$ cat src/rtl/ccff_loader_pkg.sv
// Shared types and CRC-8 helper for the configuration-chain loader.
package ccff_loader_pkg;

    typedef enum logic [1:0] {
        IDLE   = 2'd0,
        LOAD   = 2'd1,
        VERIFY = 2'd2,
        FINISH = 2'd3
    } state_e;

    localparam logic [7:0] CRC8_POLY = 8'h07;
    localparam logic [7:0] CRC8_INIT = 8'h00;

    // One serial MSB-first CRC-8 step.
    function automatic logic [7:0] crc8_step(input logic [7:0] crc, input logic bit_in);
        logic fb;
        fb = crc[7] ^ bit_in;
        return {crc[6:0], 1'b0} ^ (fb ? CRC8_POLY : 8'h00);
    endfunction

endpackage

$ cat src/rtl/ccff_crc8_serial.sv
// Serial CRC-8 accumulator: one bit per enabled cycle, synchronous clear.
module ccff_crc8_serial
    import ccff_loader_pkg::*;
(
    input  logic       clk_i,
    input  logic       rst_ni,
    input  logic       enable_i,
    input  logic       clear_i,
    input  logic       bit_i,
    output logic [7:0] crc_o
);

    logic [7:0] crc_q;

    always_ff @(posedge clk_i or negedge rst_ni) begin
        if (!rst_ni) begin
            crc_q <= CRC8_INIT;
        end else if (clear_i) begin
            crc_q <= CRC8_INIT;
        end else if (enable_i) begin
            crc_q <= crc8_step(crc_q, bit_i);
        end
    end

    assign crc_o = crc_q;

endmodule

$ cat src/rtl/ccff_chain_loader.sv
// Serializes a byte stream into a configuration chain, then optionally
// recirculates the chain once and compares load/readback CRC-8.
module ccff_chain_loader
    import ccff_loader_pkg::*;
#(
    parameter int unsigned CHAIN_LEN = 18,
    parameter bit          VERIFY_EN = 1'b1
) (
    input  logic       prog_clk,
    input  logic       pReset_n,
    input  logic       start,
    input  logic [7:0] bs_data,
    input  logic       bs_valid,
    output logic       bs_ready,
    output logic       config_enable,
    output logic       ccff_head,
    input  logic       ccff_tail,
    output logic       busy,
    output logic       done,
    output logic       crc_err
);

    localparam int unsigned CNT_W  = $clog2(CHAIN_LEN + 1);
    localparam int unsigned NBYTES = (CHAIN_LEN + 7) / 8;
    localparam int unsigned BYTE_W = $clog2(NBYTES + 1);

    localparam logic [CNT_W-1:0]  CNT_FULL  = CNT_W'(CHAIN_LEN);
    localparam logic [CNT_W-1:0]  CNT_LAST  = CNT_W'(CHAIN_LEN - 1);
    localparam logic [BYTE_W-1:0] BYTES_ALL = BYTE_W'(NBYTES);

    state_e            state_q;
    logic [7:0]        hold_q;
    logic              hold_vld_q;
    logic [2:0]        idx_q;
    logic [CNT_W-1:0]  cnt_q;
    logic [BYTE_W-1:0] byte_cnt_q;
    logic              head_q;
    logic              cen_q;
    logic              done_q;
    logic              crc_err_q;

    logic       need_byte_c;
    logic       accept_c;
    logic       issue_c;
    logic       bit_c;
    logic       crc_clr_c;
    logic       vcrc_en_c;
    logic [7:0] load_crc;
    logic [7:0] vfy_crc;

    // An empty holding register is bypassed so an accepted byte's MSB shifts immediately.
    assign need_byte_c = (state_q == LOAD) && (byte_cnt_q != BYTES_ALL);
    assign bs_ready    = need_byte_c &&
                         (!hold_vld_q || ((idx_q == 3'd7) && (cnt_q != CNT_FULL)));
    assign accept_c    = bs_valid && bs_ready;
    assign issue_c     = (state_q == LOAD) && (cnt_q != CNT_FULL) && (hold_vld_q || accept_c);
    assign bit_c       = hold_vld_q ? hold_q[7] : bs_data[7];
    assign crc_clr_c   = (state_q == IDLE) && start;
    assign vcrc_en_c   = (state_q == VERIFY);

    ccff_crc8_serial u_load_crc (
        .clk_i    (prog_clk),
        .rst_ni   (pReset_n),
        .enable_i (issue_c),
        .clear_i  (crc_clr_c),
        .bit_i    (bit_c),
        .crc_o    (load_crc)
    );

    ccff_crc8_serial u_vfy_crc (
        .clk_i    (prog_clk),
        .rst_ni   (pReset_n),
        .enable_i (vcrc_en_c),
        .clear_i  (crc_clr_c),
        .bit_i    (ccff_tail),
        .crc_o    (vfy_crc)
    );

    always_ff @(posedge prog_clk or negedge pReset_n) begin
        if (!pReset_n) begin
            state_q    <= IDLE;
            hold_q     <= 8'h00;
            hold_vld_q <= 1'b0;
            idx_q      <= 3'd0;
            cnt_q      <= '0;
            byte_cnt_q <= '0;
            head_q     <= 1'b0;
            cen_q      <= 1'b0;
            done_q     <= 1'b0;
            crc_err_q  <= 1'b0;
        end else begin
            done_q <= 1'b0;
            case (state_q)
                IDLE: begin
                    cen_q <= 1'b0;
                    if (start) begin
                        state_q    <= LOAD;
                        cnt_q      <= '0;
                        byte_cnt_q <= '0;
                        hold_vld_q <= 1'b0;
                        idx_q      <= 3'd0;
                        crc_err_q  <= 1'b0;
                    end
                end

                LOAD: begin
                    cen_q <= issue_c;
                    if (issue_c) begin
                        head_q <= bit_c;
                        cnt_q  <= cnt_q + CNT_W'(1);
                    end
                    if (accept_c) begin
                        byte_cnt_q <= byte_cnt_q + BYTE_W'(1);
                    end
                    if (hold_vld_q && issue_c) begin
                        if (idx_q == 3'd7) begin
                            hold_vld_q <= accept_c;
                            hold_q     <= bs_data;
                            idx_q      <= 3'd0;
                        end else begin
                            hold_q <= {hold_q[6:0], 1'b0};
                            idx_q  <= idx_q + 3'd1;
                        end
                    end else if (!hold_vld_q && accept_c) begin
                        hold_q     <= {bs_data[6:0], 1'b0};
                        hold_vld_q <= 1'b1;
                        idx_q      <= 3'd1;
                    end
                    // Last bit is on the chain input this cycle; leftover byte bits are dropped.
                    if (cnt_q == CNT_FULL) begin
                        hold_vld_q <= 1'b0;
                        head_q     <= 1'b0;
                        cnt_q      <= '0;
                        if (VERIFY_EN) begin
                            state_q <= VERIFY;
                            cen_q   <= 1'b1;
                        end else begin
                            state_q <= FINISH;
                            done_q  <= 1'b1;
                        end
                    end
                end

                VERIFY: begin
                    cen_q <= 1'b1;
                    cnt_q <= cnt_q + CNT_W'(1);
                    if (cnt_q == CNT_LAST) begin
                        state_q   <= FINISH;
                        cen_q     <= 1'b0;
                        done_q    <= 1'b1;
                        crc_err_q <= (load_crc != crc8_step(vfy_crc, ccff_tail));
                    end
                end

                FINISH: begin
                    cen_q   <= 1'b0;
                    state_q <= IDLE;
                end

                default: begin
                    cen_q   <= 1'b0;
                    state_q <= IDLE;
                end
            endcase
        end
    end

    // Recirculation path: the chain's own output is fed straight back in.
    assign ccff_head     = (state_q == VERIFY) ? ccff_tail : head_q;
    assign config_enable = cen_q;
    assign busy          = (state_q != IDLE);
    assign done          = done_q;
    assign crc_err       = crc_err_q;

endmodule

$ cat config.mk
export PLATFORM = sky130hd
export DESIGN_NAME = ccff_chain_loader
export DESIGN_NICKNAME = d
export VERILOG_FILES = /design/src/rtl/ccff_loader_pkg.sv /design/src/rtl/ccff_crc8_serial.sv /design/src/rtl/ccff_chain_loader.sv
export SDC_FILE = /design/constraint.sdc
export NUM_CORES = 1
export LEC_CHECK = 0
export CAP_MARGIN = 20
export CORE_UTILIZATION = 30
export DETAILED_ROUTE_END_ITERATION = 7
export SLEW_MARGIN = 20
export SYNTH_ARGS = -nofsm -noshare
export SYNTH_HDL_FRONTEND = slang
export SYNTH_SLANG_ARGS = --single-unit
$ cat constraint.sdc
create_clock -name prog_clk -period 5.3 [get_ports prog_clk]
set_input_delay 0.53 -clock prog_clk [delete_from_list [all_inputs] [get_ports prog_clk]]
set_output_delay 0.53 -clock prog_clk [all_outputs]
set_load 0.05 [all_outputs]
* After elaboration in Yosys (flattened, before gate mapping)
Index checks and enable logic that the tools add are counted.
** Word-level totals
- Output and inout bits :: 6
- Input bits :: 13
- Register bits after elaboration :: 41
** Cells by class
- Reductions and logical operators :: 30
- Bitwise gates (word level) :: 4
- $add $sub $neg :: 3
- Mux-type cells :: 42
- Equality and inequality tests :: 17
** Operators with widths (number)
- $mux W8 :: 7
- $mux W3 :: 6
- $xor A8 B8 Y8 :: 2
- $mux W5 :: 3
- $pmux W5 S3 :: 1
- $reduce_and A3 Y1 :: 5
- $mux W1 :: 14
- $reduce_bool A2 Y1 :: 7
- $eq A5 B5 Y1 const B :: 2
- $mux W2 :: 5
- $logic_and A1 B1 Y1 :: 9
- $ne A2 B2 Y1 const B :: 4
- $ne A8 B8 Y1 :: 1
- $pmux W2 S4 :: 1
- $pmux W3 S2 :: 1
- $add A5 B1 Y5 const B :: 1
- $ne A5 B5 Y1 const B :: 1
- $eq A2 B2 Y1 const B :: 2
- $ne A4 B1 Y1 const B :: 1
- $ne A4 B2 Y1 const B :: 1
- $pmux W1 S2 :: 2
- $pmux W2 S2 :: 1
- $reduce_and A2 Y1 :: 2
- $reduce_and A4 Y1 :: 1
- other kinds (14) :: 16

* Longest topological paths before layout
- Depth in word-level cells :: 11
- Depth in mapped cells :: 9
- Gate-level depth less buffers :: 7

* Hierarchy
Synthesis repeated with hierarchy kept, for this count alone.
** Unflattened totals
- Cell total of the unflattened synthesis :: 235
- Area, all modules :: 2299.7 sq um
** Modules (own cells, without submodules)
- ccff_chain_loader :: instances 1, cells an instance 171, area an instance 1554.0 sq um
- ccff_crc8_serial :: instances 2, cells an instance 32, area an instance 372.9 sq um

* Worst setup path before layout
Ideal clock, no wire load.
- Path kind :: reg2out
- Start :: register cnt_q[0]
- End :: output bs_ready
- Cell stages (with the launch flop) :: 6
- Arrival :: 2179 ps
- Setup slack :: 2591 ps
- Path buffers :: 0
- Cells stage by stage :: dfrtp_1 inv_1 ha_1 and4bb_1 o21ai_0 nor3b_1
** On the way
- Longest elaborated chain between the ends :: 4
** Ends and longest elaborated chain
- start: declaration :: line ccff_chain_loader.sv:35 : logic [CNT_W-1:0] cnt_q;
- start signal: assignment :: line ccff_chain_loader.sv:110 : cnt_q <= cnt_q + CNT_W'(1);
- start signal: assignment :: line ccff_chain_loader.sv:146 : cnt_q <= cnt_q + CNT_W'(1);
- $ne A5 B5 Y1 :: line ccff_chain_loader.sv:54 : (!hold_vld_q || ((idx_q == 3'd7) && (cnt_q != CNT_FULL)));
- $logic_and A1 B1 Y1 :: line ccff_chain_loader.sv:54
- $logic_or A1 B1 Y1 :: line ccff_chain_loader.sv:54
- $logic_and A1 B1 Y1 :: line ccff_chain_loader.sv:53 : assign bs_ready = need_byte_c &&
- end: declaration :: line ccff_chain_loader.sv:14 : output logic bs_ready,
Every way passes these cells.

* Final worst setup path
- Start :: register idx_q[0]
- End :: output bs_ready
** On the way
- Longest elaborated chain between the ends :: 4
** Ends and longest elaborated chain
- start: declaration :: line ccff_chain_loader.sv:34 : logic [2:0] idx_q;
- start signal: assignment :: line ccff_chain_loader.sv:122 : idx_q <= idx_q + 3'd1;
- $eq A3 B3 Y1 :: line ccff_chain_loader.sv:54
- $logic_and A1 B1 Y1 :: line ccff_chain_loader.sv:54
- $logic_or A1 B1 Y1 :: line ccff_chain_loader.sv:54
- $logic_and A1 B1 Y1 :: line ccff_chain_loader.sv:53
Every way passes these cells.

==> impl_metrics.toml <==
[sta]
finalSetupViolations = 0
final.setup_skew_ns = 0.005050
fin_crit_sh_pct = 60.11
fmax_mhz = 313.9
slew_violations = 0
fin_crit_ns = 3.186
final_hold_viol_count = 0
rsz0062_at_grt = "false"
fin_tns_setup_ns = 0
worst_pin_slew_ns = 0.9259
timing.slew.headroom_pct = 38.27

[synth]
yosysTopAreaCell = "dfrtp_1"
synthesis.area_mm2 = 0.002293
synth_seq_cells = 41
synth_cell_types = 36
synth_top_area_share_pct = 44.74
synth_edf_count = 0
ys_warn_count = 0
async_flop_share_pct = 100.0
netlist_top_cells_area = "dfrtp_1 45%, mux2i_1 9.2%, ha_1 6.0%"
syn-instance-count = 223
postSynthAreaPerCell_um2 = 10.28
synth.most_common_cell = "dfrtp_1"
synth_fp_nets = 247
yosysSeqAreaShare_pct = 44.74
synthFlopType = "dfrtp_1"
ys_top_cells_by_count = "41 x dfrtp_1, 23 x nor2_1, 21 x mux2i_1"

[flow_run]
maxCapViolCount = 0

[route]
post_drt_via_cell_ratio = 4.798
wirelength_mm = 4.295
post_drt_wl_per_cell_um = 12.74
vias = 1617
drc = 0
ant_nets = 0
drt_pass1_iterations = 4
dr.first_iter.drc_count = 52

[clock_network]
clkLatencyLatePin_ns = 0.29
htreeDepth = 2
hold_buffers = 0
clockBufferDepth = 2
cts_resized = 0
cts-buffers-inserted = 5
cts_tree = "done"
root_buffer = "clkbuf_8"
clk_pin_slew_ns = 0.08
cts.sinks = 41
post_cts_buffers = 0

[setup_path]
cp_max_fo = 11
critPathMaxStageDelay_ns = 0.84
cp-startpoint = "idx_q[0]"
start_kind = "flop"
r2r_cells = 6
endpoint_kind = "output pin"
cp.buffers_inverters = 2
crit_slowest_cell = "clkdlybuf4s50_1"
crit_top_cell = "ha_1"
required_ns = 4.77
cpLargestDelayFamily = "buffers and inverters"
crit_chain = "ha_1 > ha_1 > inv_1 > o21ai_0 > nor3b_1 > clkdlybuf4s50_1"
cp_data_arrival_time_ns = 2.66
crit_type = "reg -> out"
r2r_start = "state_q[0]"
crit_cells = 6

[power_and_ir_drop]
p_per_area_mw_per_mm2 = 495.0
ir_drop_uv = 319.9
leakagePower_nw = 1.248

[final_layout]
final_area_mm2 = 0.002655
drive_above_1_share_pct = 8.824
layout.nets = 262
antennaDiodeCount = 0
areaGrowthSynthToFinish_pct = 15.77

[place]
io_buffers = 18
place.gp.congestion = 0.7980
dp_hpwl_mm = 3.067
place_area_mm2 = 0.002551

[grt]
grt_usage_pct = 12.18
grt_max_degree = 42
grt_pass1_vias = 1669
antenna_found_initial = 0
grt_overflow = 0
grt_pass1_wl_mm = 7.541

[die]
die_w_um = 89.44
die-area_mm2 = 0.007999
fp-row-count = 31
ios = 19
initial_core_util_pct = 31.29
fp.dieH_um = 89.44
core_mm2 = 0.007331

[status]
status = "finished clean"

[hold_path]
hold_path.class = "in -> async"
## report_power, final
part / total (mW) / internal, mW / switching [mW]
Clock: 0.246 / 0.137 / 0.109
Sequential: 0.479 / 0.406 / 0.0738
Combinational: 0.589 / 0.243 / 0.346
## logic make-up (layout without fill, tap and decap cells)
logic type / count (synthesis) / in the layout / synth area share [%]
adders and majority gates: 11 / 11 / 6.001
muxes: 31 / 31 / 14.08
DFF: 41 / 41 / 44.74
xor gates and xnor gates: 14 / 14 / 5.347
and+or+nand+nor: 64 / 64 / 13.75
buffers and inverters: 21 / 36 / 3.600
AOI/OAI and AO/OA: 41 / 41 / 12.49
## cell type report
cell class	count	area, um2
clock buffer	5	68.82
clock inverter	2	35.03
fill	727	4676
inverter	11	41.29
multi-input combinational	161	1185
sequential	41	1026
tap	99	123.9
timing repair buffer	18	175.2
## layer usage
layer	vias to the layer above	global-route usage [%]	wire length, um
li1	809	-	-
met1	782	16.93	2269
met2	22	19.01	1851
met3	4	3.047	143
met4	0	3.030	30
met5	-	0	0
## cells in the final DEF, fill, tap and decap left out, drive strengths merged, types with 6 or more instances in the layout
cell type,n
nand3,6
xnor2,6
inv,11
xor2,8
o21ai,20
mux2,10
nor2,24
ha,11
mux2i,21
dfrtp,41
nand2,15
clkdlybuf4s50,17
## through the flow
stage,hold slack [ns],setup slack [ns],cells,util [%],power (mW)
2_1_floorplan,0.2344,2.591,223,-,0.9346
3_3_place_gp,0.4770,2.429,330,34.80,1.066
3_5_place_dp,0.4794,2.434,330,34.80,1.075
4_1_cts,0.4129,2.087,337,36.22,1.327
5_1_grt,0.4508,1.914,337,36.22,1.425
6_report,0.3579,2.114,337,36.22,1.314
## flip-flops by register name, summed over array words and instances, names as in the netlist
signal / cells
byte_cnt_q: 2
u_vfy_crc.crc_o: 8
state_q: 2
crc_err: 1
config_enable: 1
hold_q: 8
idx_q: 3
done: 1
u_load_crc.crc_o: 8
head_q: 1
cnt_q: 5
hold_vld_q: 1
## worst paths after layout
kind	endpoint	slack [ns]
setup / recovery	bs_ready	2.11
hold / removal	u_load_crc.crc_o[5]	0.36
setup reg to reg	idx_q[2]	3.02
hold reg to reg	hold_q[0]	0.50
max in group asynchronous	u_vfy_crc.crc_o[0]	4.35
min in group prog_clk	hold_q[0]	0.50
Note: power is estimated with default switching activity, not from simulation.
==> RTL change, RTL diff (same settings) <==
Change the parameter `VERIFY_EN` from 1'b1 to 1'b0.
--- a/src/rtl/ccff_chain_loader.sv
+++ b/src/rtl/ccff_chain_loader.sv
@@ -5,5 +5,5 @@
 #(
     parameter int unsigned CHAIN_LEN = 18,
-    parameter bit          VERIFY_EN = 1'b1
+    parameter bit          VERIFY_EN = 1'b0
 ) (
     input  logic       prog_clk,
Behaviour: no difference found for any inputs over 10 cycles, from zero or initial values and one cycle with pReset_n low; that may be too few to reach the edited logic, so the function may still have changed.
==> RTL change against the unedited design <==
- routed wire length rose by 10%
- count of clock-buffer cells in the layout rose by 1
- global-route usage increased by 0.091 points
- sequential power up 12%
- design area rose by 3.6%
- sequential cell count is the same
- total power up 14%
- area after synthesis increased by 5.3%
- setup slack better by 41 ps
- sequential share of layout area decreased by 1.4 points
- die area is 5.2% higher
- clock skew is 0.90 ps lower
- synthesized cell count up 4.0%
- worst hold slack improved by 9.7 ps
==> RTL change: results (changes against the unedited design) <==
| Metric | Value |
|---|---|
| IO buf count | 18 (unchanged) |
| Placement-stage cell area | 2660 µm² (+4.3%) |
| Post-synthesis sequential area ratio | 42.5% (-2.2 points) |
| Synth Instances | 232 (+4.0%) |
| Post-synthesis async set-or-reset flop share | 100% (unchanged) |
| Static leakage | 1.17 nW (-6.4%) |
| Total nets after synthesis | 256 (+3.6%) |
| Place WS | 2470 ps (+32.3 ps) |
| Critical path arrival | 2620 ps (-40 ps) |
| Crit Path Max Fanout | 17 (+6) |
| Nets | 269 (+2.7%) |
| # resized after CTS | 0 (unchanged) |
| Clock slew seen by the registers of the worst setup and hold paths | 80 ps (about the same) |
| Via density | 4.86 (+1.3%) |
| Synth area leaders | dfrtp_1, mux2i_1, ha_1 |
| Status | completed |
| CTS Buffer Depth | 2 (unchanged) |
| Gpl congestion | 0.689 (-14%) |
| First-pass GRT wire length | 8.20 mm (+8.8%) |
| Post-CTS Setup Repair Bufs | 0 (unchanged) |
| Clock Latency Late Sink | 300 ps |
| Largest net degree at the start of global routing | 42 (unchanged) |
| Post-DP HPWL | 3.32 mm (+8.3%) |
| VDD IR-drop max | 0.153 mV (-52%) |
| Total wire length | 4.74 mm (+10%) |
| Initial antenna violation count | 0 (unchanged) |
| All-Layer GR Usage | 12.3% (+0.091 points) |
| Slowest cell delay on critical path | 700 ps (-140 ps) |
| Htree depth | 2 (unchanged) |
| Cts bufs inserted | 5 (unchanged) |
| Starting DRC count in detailed routing | 62 (+19%) |
| Ys Warns | 0 (unchanged) |
| Hold Crit Class | in -> async |
| DR pass1 iterations | 4 (unchanged) |
| Placed Cells | 340 (+3.0%) |
| Worst slew pin tran | 919 ps (-6.70 ps) |
| Synth cell types | 50 (+39%) |
| Diodes inserted | 0 (unchanged) |
| Final TNS setup | 0 ps (unchanged) |
| Clock Skew | 4.15 ps (-0.905 ps) |
| WL/cell | 13.7 µm (+7.2%) |
| Vias in the first global route | 1751 (+4.9%) |
| Slowest-stage cell, CP | clkdlybuf4s50_1 |
| CTS Root Cell | clkbuf_8 |
| Share of cells above drive strength 1 | 8.98% (+0.16 points) |
| Most frequent cells after synthesis | dfrtp_1, mux2i_1, nor2_1 |
| Global route overflow | 0 (unchanged) |
-- RTL change: per-layer routing --
metal | track usage (%) | wire [µm]
met5 | 0 | 0
met3 | 2.40 | 163
met1 | 15.8 | 2340
met2 | 20.4 | 2160
met4 | 4.69 | 82
-- RTL change: worst max-delay path: cells and delay by family, from the launching register on --
kind / cells / cell delay [ps]
DFF: 1 / 420
adders and majority gates: 1 / 650
muxes: 1 / 410
buffers and inverters: 2 / 820
-- RTL change: final cells by class --
class	count	area (µm²)
clock buffer	6	82.6
clock inverter	1	7.51
fill	779	5020
inverter	7	26.3
multi-input combinational	172	1310
sequential	41	1030
tap	102	128
timing repair buffer	18	175
-- RTL change: cells by family (layout without fill, tap and decap cells) --
kind of cell | Yosys count | after routing | synth area share [%]
AO/OA/AOI/OAI | 45 | 45 | 14.3
flip-flops | 41 | 41 | 42.5
AND/OR/NAND/NOR | 76 | 76 | 18.1
XOR/XNOR | 15 | 15 | 5.44
multiplexers | 25 | 25 | 10.5
adder cells (fa/ha/maj) | 11 | 11 | 5.70
buffers and inverters | 19 | 32 | 3.42
-- RTL change: path summary, 6_finish.rpt --
check,start,end,slack (ps),depth (start not counted)
hold reg to reg,idx_q[2],idx_q[2],510,1
max in group asynchronous,pReset_n,cnt_q[4],4370,1
setup reg to reg,state_q[1],hold_q[7],2940,6
hold / removal,pReset_n,u_load_crc.crc_o[5],370,1
setup / recovery,state_q[0],ccff_head,2150,4
min in group prog_clk,idx_q[2],idx_q[2],510,1
-- RTL change: where the power goes --
part	switching [W]	total, W	internal, W
sequential	0.000109	0.000537	0.000428
combinational	0.000417	0.000750	0.000334
clock	0.000109	0.000212	0.000103
total	0.000635	0.00150	0.000865
